## src/rtl/bbot_rc_pkg.sv

```systemverilog
// Shared types and setpoint scaling for the RC pulse bank.
package bbot_rc_pkg;

    localparam int RC_PCT_MAX = 100;
    localparam int RC_PCT_MIN = -100;

    typedef logic signed [31:0] rc_width_t;

    // Clamp a signed percent byte to +/-100 and scale it around the neutral width.
    function automatic rc_width_t pct_to_width(input logic [7:0] pct,
                                               input int zero_clks,
                                               input int range_mult);
        int sp;
        sp = int'($signed(pct));
        if (sp > RC_PCT_MAX)
            sp = RC_PCT_MAX;
        else if (sp < RC_PCT_MIN)
            sp = RC_PCT_MIN;
        return rc_width_t'(zero_clks + sp * range_mult);
    endfunction

endpackage

```

## src/rtl/bbot_rc_channel.sv

```systemverilog
// One RC output: target/shadow width, optional slew (BBOT_RC_SLEW_LIMIT_EN),
// RC input synchroniser and output source mux.
module bbot_rc_channel #(
    parameter int ZERO_CLKS  = 75000,
    parameter int RANGE_MULT = 250
`ifdef BBOT_RC_SLEW_LIMIT_EN
    ,
    parameter int SLEW_STEP  = 500
`endif
) (
    input  logic        clock,
    input  logic        reset_l,
    input  logic        wr,
    input  logic [7:0]  data,
    input  logic        failsafe,
    input  logic        frame_zero,
    input  logic [31:0] frame_cnt,
    input  logic        src_sel,
    input  logic        rc_in,
    output logic        ppm_out
);
    import bbot_rc_pkg::*;

    rc_width_t target;
    rc_width_t active;
    rc_width_t eff_target;
    rc_width_t next_active;
    rc_width_t width_now;
    logic      rc_s1;
    logic      rc_s2;
    logic      gen;
`ifdef BBOT_RC_SLEW_LIMIT_EN
    rc_width_t delta;
`endif

    always_ff @(posedge clock) begin
        if (!reset_l)
            target <= rc_width_t'(ZERO_CLKS);
        else if (wr)
            target <= pct_to_width(data, ZERO_CLKS, RANGE_MULT);
        else if (failsafe)
            target <= rc_width_t'(ZERO_CLKS);
    end

    always_comb begin
        eff_target = failsafe ? rc_width_t'(ZERO_CLKS) : target;
`ifdef BBOT_RC_SLEW_LIMIT_EN
        delta = eff_target - active;
        if (delta > rc_width_t'(SLEW_STEP))
            next_active = active + rc_width_t'(SLEW_STEP);
        else if (delta < -rc_width_t'(SLEW_STEP))
            next_active = active - rc_width_t'(SLEW_STEP);
        else
            next_active = eff_target;
`else
        next_active = eff_target;
`endif
        // The boundary cycle already compares against the width being loaded.
        width_now = frame_zero ? next_active : active;
        gen       = rc_width_t'(frame_cnt) < width_now;
    end

    always_ff @(posedge clock) begin
        if (!reset_l)
            active <= rc_width_t'(ZERO_CLKS);
        else if (frame_zero)
            active <= next_active;
    end

    always_ff @(posedge clock) begin
        if (!reset_l) begin
            rc_s1   <= 1'b0;
            rc_s2   <= 1'b0;
            ppm_out <= 1'b0;
        end else begin
            rc_s1   <= rc_in;
            rc_s2   <= rc_s1;
            ppm_out <= src_sel ? gen : rc_s2;
        end
    end

endmodule

```

## src/rtl/bbot_rc_pwm_bank.sv

```systemverilog
// RC servo/ESC pulse bank: shared frame timer, setpoint decode and watchdog.
// Optional per-frame slew limiting under BBOT_RC_SLEW_LIMIT_EN.
module bbot_rc_pwm_bank #(
    parameter int NUM_CH      = 4,
    parameter int PERIOD_CLKS = 1100000,
    parameter int ZERO_CLKS   = 75000,
    parameter int RANGE_MULT  = 250,
    parameter int WDOG_CLKS   = 25000000,
    parameter int SLEW_STEP   = 500
) (
    input  logic              clock,
    input  logic              reset_l,
    input  logic              setpt_valid,
    input  logic [2:0]        setpt_ch,
    input  logic [7:0]        setpt_data,
    input  logic [NUM_CH-1:0] src_sel,
    input  logic [NUM_CH-1:0] rc_in,
    output logic [NUM_CH-1:0] ppm_out,
    output logic              frame_start,
    output logic              failsafe
);
    import bbot_rc_pkg::*;

    rc_width_t   frame_cnt;
    logic        frame_zero;
    logic        wr_ok;
    logic [31:0] wdog;

    if (NUM_CH < 1 || NUM_CH > 8 || SLEW_STEP < 0) begin : g_bad_cfg
        $error("bbot_rc_pwm_bank: unsupported NUM_CH or SLEW_STEP");
    end

    always_comb begin
        frame_zero = (frame_cnt == '0);
        wr_ok      = setpt_valid && (int'(setpt_ch) < NUM_CH);
        failsafe   = (wdog == '0);
    end

    always_ff @(posedge clock) begin
        if (!reset_l) begin
            frame_cnt   <= '0;
            frame_start <= 1'b0;
        end else begin
            frame_start <= frame_zero;
            frame_cnt   <= (frame_cnt == rc_width_t'(PERIOD_CLKS - 1)) ? '0 : frame_cnt + 1;
        end
    end

    always_ff @(posedge clock) begin
        if (!reset_l)
            wdog <= 32'(WDOG_CLKS);
        else if (wr_ok)
            wdog <= 32'(WDOG_CLKS);
        else if (wdog != '0)
            wdog <= wdog - 32'd1;
    end

    for (genvar i = 0; i < NUM_CH; i++) begin : g_ch
        logic wr;

        always_comb wr = wr_ok && (setpt_ch == 3'(i));

        bbot_rc_channel #(
            .ZERO_CLKS (ZERO_CLKS),
            .RANGE_MULT(RANGE_MULT)
`ifdef BBOT_RC_SLEW_LIMIT_EN
            ,
            .SLEW_STEP (SLEW_STEP)
`endif
        ) u_ch (
            .clock     (clock),
            .reset_l   (reset_l),
            .wr        (wr),
            .data      (setpt_data),
            .failsafe  (failsafe),
            .frame_zero(frame_zero),
            .frame_cnt (frame_cnt),
            .src_sel   (src_sel[i]),
            .rc_in     (rc_in[i]),
            .ppm_out   (ppm_out[i])
        );
    end

endmodule

```

## config.mk

```make
export PLATFORM = sky130hd
export DESIGN_NAME = bbot_rc_pwm_bank
export DESIGN_NICKNAME = d
export VERILOG_FILES = /design/src/rtl/bbot_rc_pkg.sv /design/src/rtl/bbot_rc_channel.sv /design/src/rtl/bbot_rc_pwm_bank.sv
export SDC_FILE = /design/constraint.sdc
export NUM_CORES = 1
export LEC_CHECK = 0
export CAP_MARGIN = 10
export CORE_ASPECT_RATIO = 0.5
export CORE_MARGIN = 5
export CORE_UTILIZATION = 48
export CTS_CLUSTER_SIZE = 25
export DETAILED_ROUTE_END_ITERATION = 12
export PLACE_DENSITY = 0.67
export SYNTH_ARGS = -nofsm -noshare
export SYNTH_HDL_FRONTEND = slang
export SYNTH_SLANG_ARGS = --single-unit
```

## constraint.sdc

```tcl
create_clock -name clock -period 9.3 [get_ports clock]
set_input_delay 1.86 -clock clock [delete_from_list [all_inputs] [get_ports clock]]
set_output_delay 1.86 -clock clock [all_outputs]
set_load 0.05 [all_outputs]
```

# After elaboration in Yosys (flattened, before gate mapping)
# Index checks and enable logic that the tools add are counted.
# classes
addsub,6
n_mul,4
order_cmp,7
n_eq_ne,4
mux,26
bitwise_logic,1
reduce_logical,11
# ops
cell,count
$mux 32,22
$add 18x32->32 const A,4
$lt 32x32->1,4
$mul 32x8->31 const B,4
$logic_not 32->1,2
$add 32x1->32 const B,1
$eq 32x22->1 const B,1
$reduce_bool 32->1,1
$sub 32x1->32 const B,1
$gt 8x8->1 const B,1
$lt 8x8->1 const B,1
$eq 3x2->1 const B,2
$logic_and 1x1->1,5
$mux 1,4
$reduce_or 2->1,2
$eq 3x1->1 const B,1
$logic_not 3->1,1
$lt 3x3->1 const B,1
$not 1->1,1
# word_totals
regBits,333
out_inout_bits,6
elab_cells,82

# Depth between registers and ports, before layout
# depth
depth_word,8
ltp_mapped,24
mapped_depth_nobuf,23

# Modules after synthesis
# A second synthesis with hierarchy kept.
# unflattened
hier_cells,2673
hier_area_um2,23872.9
# modules_own_cells
module,n_inst,cells_each,area_each_um2,seq_area_each_um2
bbot_rc_channel at g_ch[2].u_ch ...,2,589,5256.3,1341.3
bbot_rc_channel at g_ch[1].u_ch,1,583,5192.5,1341.3
bbot_rc_channel at g_ch[0].u_ch,1,559,5108.6,1341.3
bbot_rc_pwm_bank,1,353,3059.2,1301.2

# Worst setup path before layout
# OpenSTA, ideal clock, no wires.
# synth_timing
path_type,input to register
startpoint,in setpt_data[0]
endpoint,reg g_ch[1].u_ch.target[16]
setup_ns,0.060
arrival_time_ns,7.272
path_slack_ns,1.969
stages,22
path_cell_list,o21ai_0 a211oi_1 or2_2 clkbuf_1 inv_1 ha_1 xnor2_1 fa_1 inv_1 fa_1 inv_1 fa_1 inv_1 ha_1 o211ai_1 and2_1 o31ai_4 nor2_1 mux2_2 a32oi_1 xnor2_1 o32a_1
# synth_via
elab_chain_cells,8
# synth_rtl
element,line_no,rtl
"start, declared",bbot_rc_pwm_bank.sv:15,"input logic [7:0] setpt_data,"
$lt 8x8->1,bbot_rc_pkg.sv:17,else if (sp < RC_PCT_MIN)
$mux 32,bbot_rc_pkg.sv:17,
$mux 32 *,bbot_rc_pkg.sv:15,if (sp > RC_PCT_MAX)
$mux 32 *,bbot_rc_channel.sv:39,else if (wr)
$mux 32 *,bbot_rc_channel.sv:37,if (!reset_l)
$mul 32x8->31 *,bbot_rc_pkg.sv:19,return rc_width_t'(zero_clks + sp * range_mult);
$add 18x32->32 *,bbot_rc_pkg.sv:19,
$mux 32 *,bbot_rc_channel.sv:39,
"end signal, assigned",bbot_rc_channel.sv:38,target <= rc_width_t'(ZERO_CLKS);
"end signal, assigned",bbot_rc_channel.sv:40,"target <= pct_to_width(data, ZERO_CLKS, RANGE_MULT);"
"end signal, assigned",bbot_rc_channel.sv:42,target <= rc_width_t'(ZERO_CLKS);
"end, declared",bbot_rc_channel.sv:24,rc_width_t target;
# Every way passes the cells marked *; elsewhere a longest branch is shown, timed or not. The select of a mux whose other input is x is not followed.
# A chain may end at the register's enable or synchronous reset.

# Worst setup path after layout
# layout_timing
startpoint,in setpt_data[5]
endpoint,reg g_ch[3].u_ch.target[29]
# layout_via
elab_chain_cells,8
# layout_rtl
element,line_no
$lt 8x8->1,bbot_rc_pkg.sv:17
$mux 32,bbot_rc_pkg.sv:17
$mux 32 *,bbot_rc_pkg.sv:15
$mux 32 *,bbot_rc_channel.sv:39
$mux 32 *,bbot_rc_channel.sv:37
$mul 32x8->31 *,bbot_rc_pkg.sv:19
$add 18x32->32 *,bbot_rc_pkg.sv:19
$mux 32 *,bbot_rc_channel.sv:39
"end signal, assigned",bbot_rc_channel.sv:38
"end signal, assigned",bbot_rc_channel.sv:40
"end signal, assigned",bbot_rc_channel.sv:42
"end, declared",bbot_rc_channel.sv:24
# Marked as above.

==> metrics <==
share of synthesized registers carrying an async set or reset 0%; crit path time final approximately 7800 ps; reg2reg end g_ch[2].u_ch.ppm_out; top_reg_cell synth dfxtp_1; Synth cell types 78; CTS root buf clkbuf_16; setup TNS 0 ps; DRT Pass-1 Iters 5; Resize count post-CTS 0; status completed; Core ar. about 0.034 mm2; TritonCTS clock tree done; critical path's largest stage delay approximately 700 ps; maximum vdd drop 0.302 mV; Port Buffers 27; CP cell instances clkdlybuf4s50_1, nand2_1, a211oi_1, or2_2, inv_1, ha_1, xnor2_1, fa_1, inv_1, fa_1, inv_1, fa_1, inv_1, ha_1, o21ai_0, o21bai_1, a41oi_1, nand2_1, nor2_1, nand3_1, nand2_1; clk buf depth 3; YS warnings 0; Die Wd around 270 um; PwrDens roughly 270 mW/mm2; Max Clock Skew between 9 and 10 ps; achievable frequency ~130 MHz; IO Pins 28; WP buf/inv 5; area of the multi-input gates roughly 0.0095 mm2; Area Growth Syn to Fin 9.65%; hpwl dp roughly 30000 um; clk_lat worst skew roughly 570 ps; hold path depth 2; Clock Sink Count around 330; Worst Setup Start Kind input port; Post-CTS Hold Buffers 0; Routed WL per cell 18.0 um; Die Y around 140 um; Slew @ Worst Pin 1150 ps; Starting Density 48.7%; Min-Delay Path Class reg2reg; Mapped Cells approximately 1900; Global Route Usage Sum 22.3%; Reg2Reg Depth 15; CP required 9810 ps; post-route ant nets 0; FF-to-FF Start wdog[13]; area occupied by registers about 0.0067 mm2; Placer Congestion roughly 0.9; CP Max Fanout 10; placed standard-cell area between 0.015 and 0.02 mm2; post-route cell area approximately 0.018 mm2; min-delay src g_ch[3].u_ch.target[30]; share of the synthesized area in the top cell type about two fifths; static leakage 8.30 nW; grt ovf 0; final net count 2134; Setup Buffers After CTS 0; Crit. End Element register; antenna violations before repair 0; cell row count 48; crit share post-route between 80 and 90%; RSZ-0062 raised after global routing no; MaxCap Viol Count 0; Seq/Total Area, Yosys between 30% and 40%; Num CTS Buffers 30; Synth Register Bits roughly 330; hold endpoint g_ch[3].u_ch.target[30]; Crit path max-delay family adder cells; Antenna diodes 0; mean post-synth cell area between 8 and 9 um2; CTS H-tree lvls 1; final-report setup violation count 0; area of the mapped netlist roughly 0.017 mm2; layout cells sized above 1 4.74%; Final Hold Fails 0; cell taking the most area after synthesis dfxtp_1; largest net degree at the start of global routing slightly above 80; fin. max-slew vios 0; Mapped Nets approximately 2200; Worst slew margin 23.4%; vias ~14000; DRT Wirelength about 43000 um; worst path arrival time 8320 ps; number of flops mapped to enable cells by yosys 0; die area between 0.03 and 0.04 mm2; DRC 0; Crit-path slowest cell nor2_1; first-pass GRT wire length 70200 um; clock-pin slew on the worst setup and hold paths about 70 ps; WS Path Type in2reg; ranking of synthesized cells by area dfxtp_1 40%, ha_1 12%, nand2_1 5.1%; Filler cells around 3300; most frequent CP cell inv_1; Worst R2R Setup Slack 4330 ps; vias in the first global route 12836; vias per cell between 5 and 6; initial drt markers slightly above 1000
synth_stat cells (20+ instances only):
master / instances
nor3_1: 23
xor2_1: 34
dfxtp_1: 333
inv_1: 80
o21ai_0: 72
a21o_1: 48
nand3_1: 46
nor2_1: 208
and3_1: 101
a21oi_1: 155
clkbuf_1: 78
fa_1: 25
xnor2_1: 39
ha_1: 165
or3_1: 42
nand4_1: 33
o21ai_1: 31
nor4_1: 20
nand2_1: 226
cells by family after synthesis:
kind of cell / synth area share [%]
fa+ha+maj: 15.3
buf+inv: 4.09
mux: 0.134
xor+xnor: 3.81
compound gates: 14.4
simple gates: 22.6
flops: 39.7
state kept, by name, summed over array words and instances, names as in the netlist:
name	flops
g_ch.u_ch.active	128
g_ch.u_ch.target	128
wdog	32
g_ch.u_ch.rc_s1	4
frame_start	1
g_ch.u_ch.ppm_out	4
frame_cnt	32
g_ch.u_ch.rc_s2	4
area by class of cell:
class	instances	area share (%)
Clock buffer	45	4.77
Clock inverter	7	0.612
Inverter	80	1.65
Multi-Input combinational cell	1434	51.4
Sequential cell	333	36.2
Tap cell	475	3.23
Timing Repair Buffer	43	2.09
per-layer routing:
metal	vias up	track usage (%)	share of wire, %
met2	347	34.6	43
li1	6735	-	-
met3	68	3.84	6.8
met1	6435	32.5	48
met4	0	5.33	2.5
met5	-	0	0
report_power, final:
part           total (mW)  switching, mW  internal (mW)
Combinational        2.21           1.45          0.761
Clock                1.28          0.546          0.730
Sequential           1.57         0.0455           1.53
metrics by stage:
step | cells | hold WS, ps | setup WS (ps) | total power, mW | util (%)
global route | 2417 | 454 | 992 | 5.40 | 53.4
finish | 2417 | 431 | 1490 | 5.06 | 53.4
floorplan | 1940 | 407 | 1970 | 3.22 | -
global placement | 2365 | 414 | 1110 | 3.79 | 50.5
CTS | 2417 | 433 | 1590 | 5.07 | 53.4
detailed placement | 2365 | 421 | 987 | 3.81 | 50.5
worst max-delay path by stage:
| stage | from | to | slack [ps] | cells after the start |
|---|---|---|---|---|
| after global placement | setpt_data[2] | g_ch[3].u_ch.target[29] | 1110 | 21 |
| after global routing | setpt_data[5] | g_ch[0].u_ch.target[29] | 990 | 21 |
| final | setpt_data[5] | g_ch[3].u_ch.target[29] | 1490 | 21 |
| after CTS | setpt_data[5] | g_ch[3].u_ch.target[29] | 1590 | 21 |
| after floorplan | setpt_data[0] | g_ch[1].u_ch.target[16] | 1970 | 22 |
| after detailed placement | setpt_data[5] | g_ch[3].u_ch.target[29] | 990 | 21 |
placed cells by master (no fill, tap or decap), drive strengths merged, types with 3 or more instances in the layout:
cell / Yosys / layout
a21o: 48 / 48
clkbuf: 79 / 45
nor2: 209 / 209
nor3b: 5 / 5
or4: 4 / 4
o22a: 14 / 14
buf: 14 / 17
or3: 44 / 44
clkinv: 0 / 3
o21ai: 103 / 103
ha: 165 / 165
fa: 25 / 25
nand4: 34 / 34
clkdlybuf4s50: 0 / 26
nor4: 24 / 24
o21a: 9 / 9
and4: 6 / 6
xnor2: 39 / 39
nor2b: 11 / 11
dfxtp: 333 / 333
xor2: 34 / 34
nand2: 226 / 226
inv: 80 / 80
and2: 18 / 18
nand2b: 7 / 7
a31oi: 9 / 9
and3: 101 / 101
o31ai: 5 / 5
nor3: 25 / 25
bufinv: 0 / 3
o211ai: 8 / 8
or2: 5 / 5
nand3: 47 / 47
a21oi: 156 / 156
a211oi: 7 / 7
worst reg2reg max path, cell delays in order, from the launching register on:
cell      delay [ps]
dfxtp_1          350
or4_4            590
nor4_2           310
nand3_4          430
buf_4            550
and3_1           300
a21oi_1          210
ha_1             260
nand4_1          110
nor2_1           270
and3_1           290
o211a_1          230
nand3_1          150
o211ai_1         200
mux2_2           400
a211oi_1         230
Power figures use the tool's default switching activity.
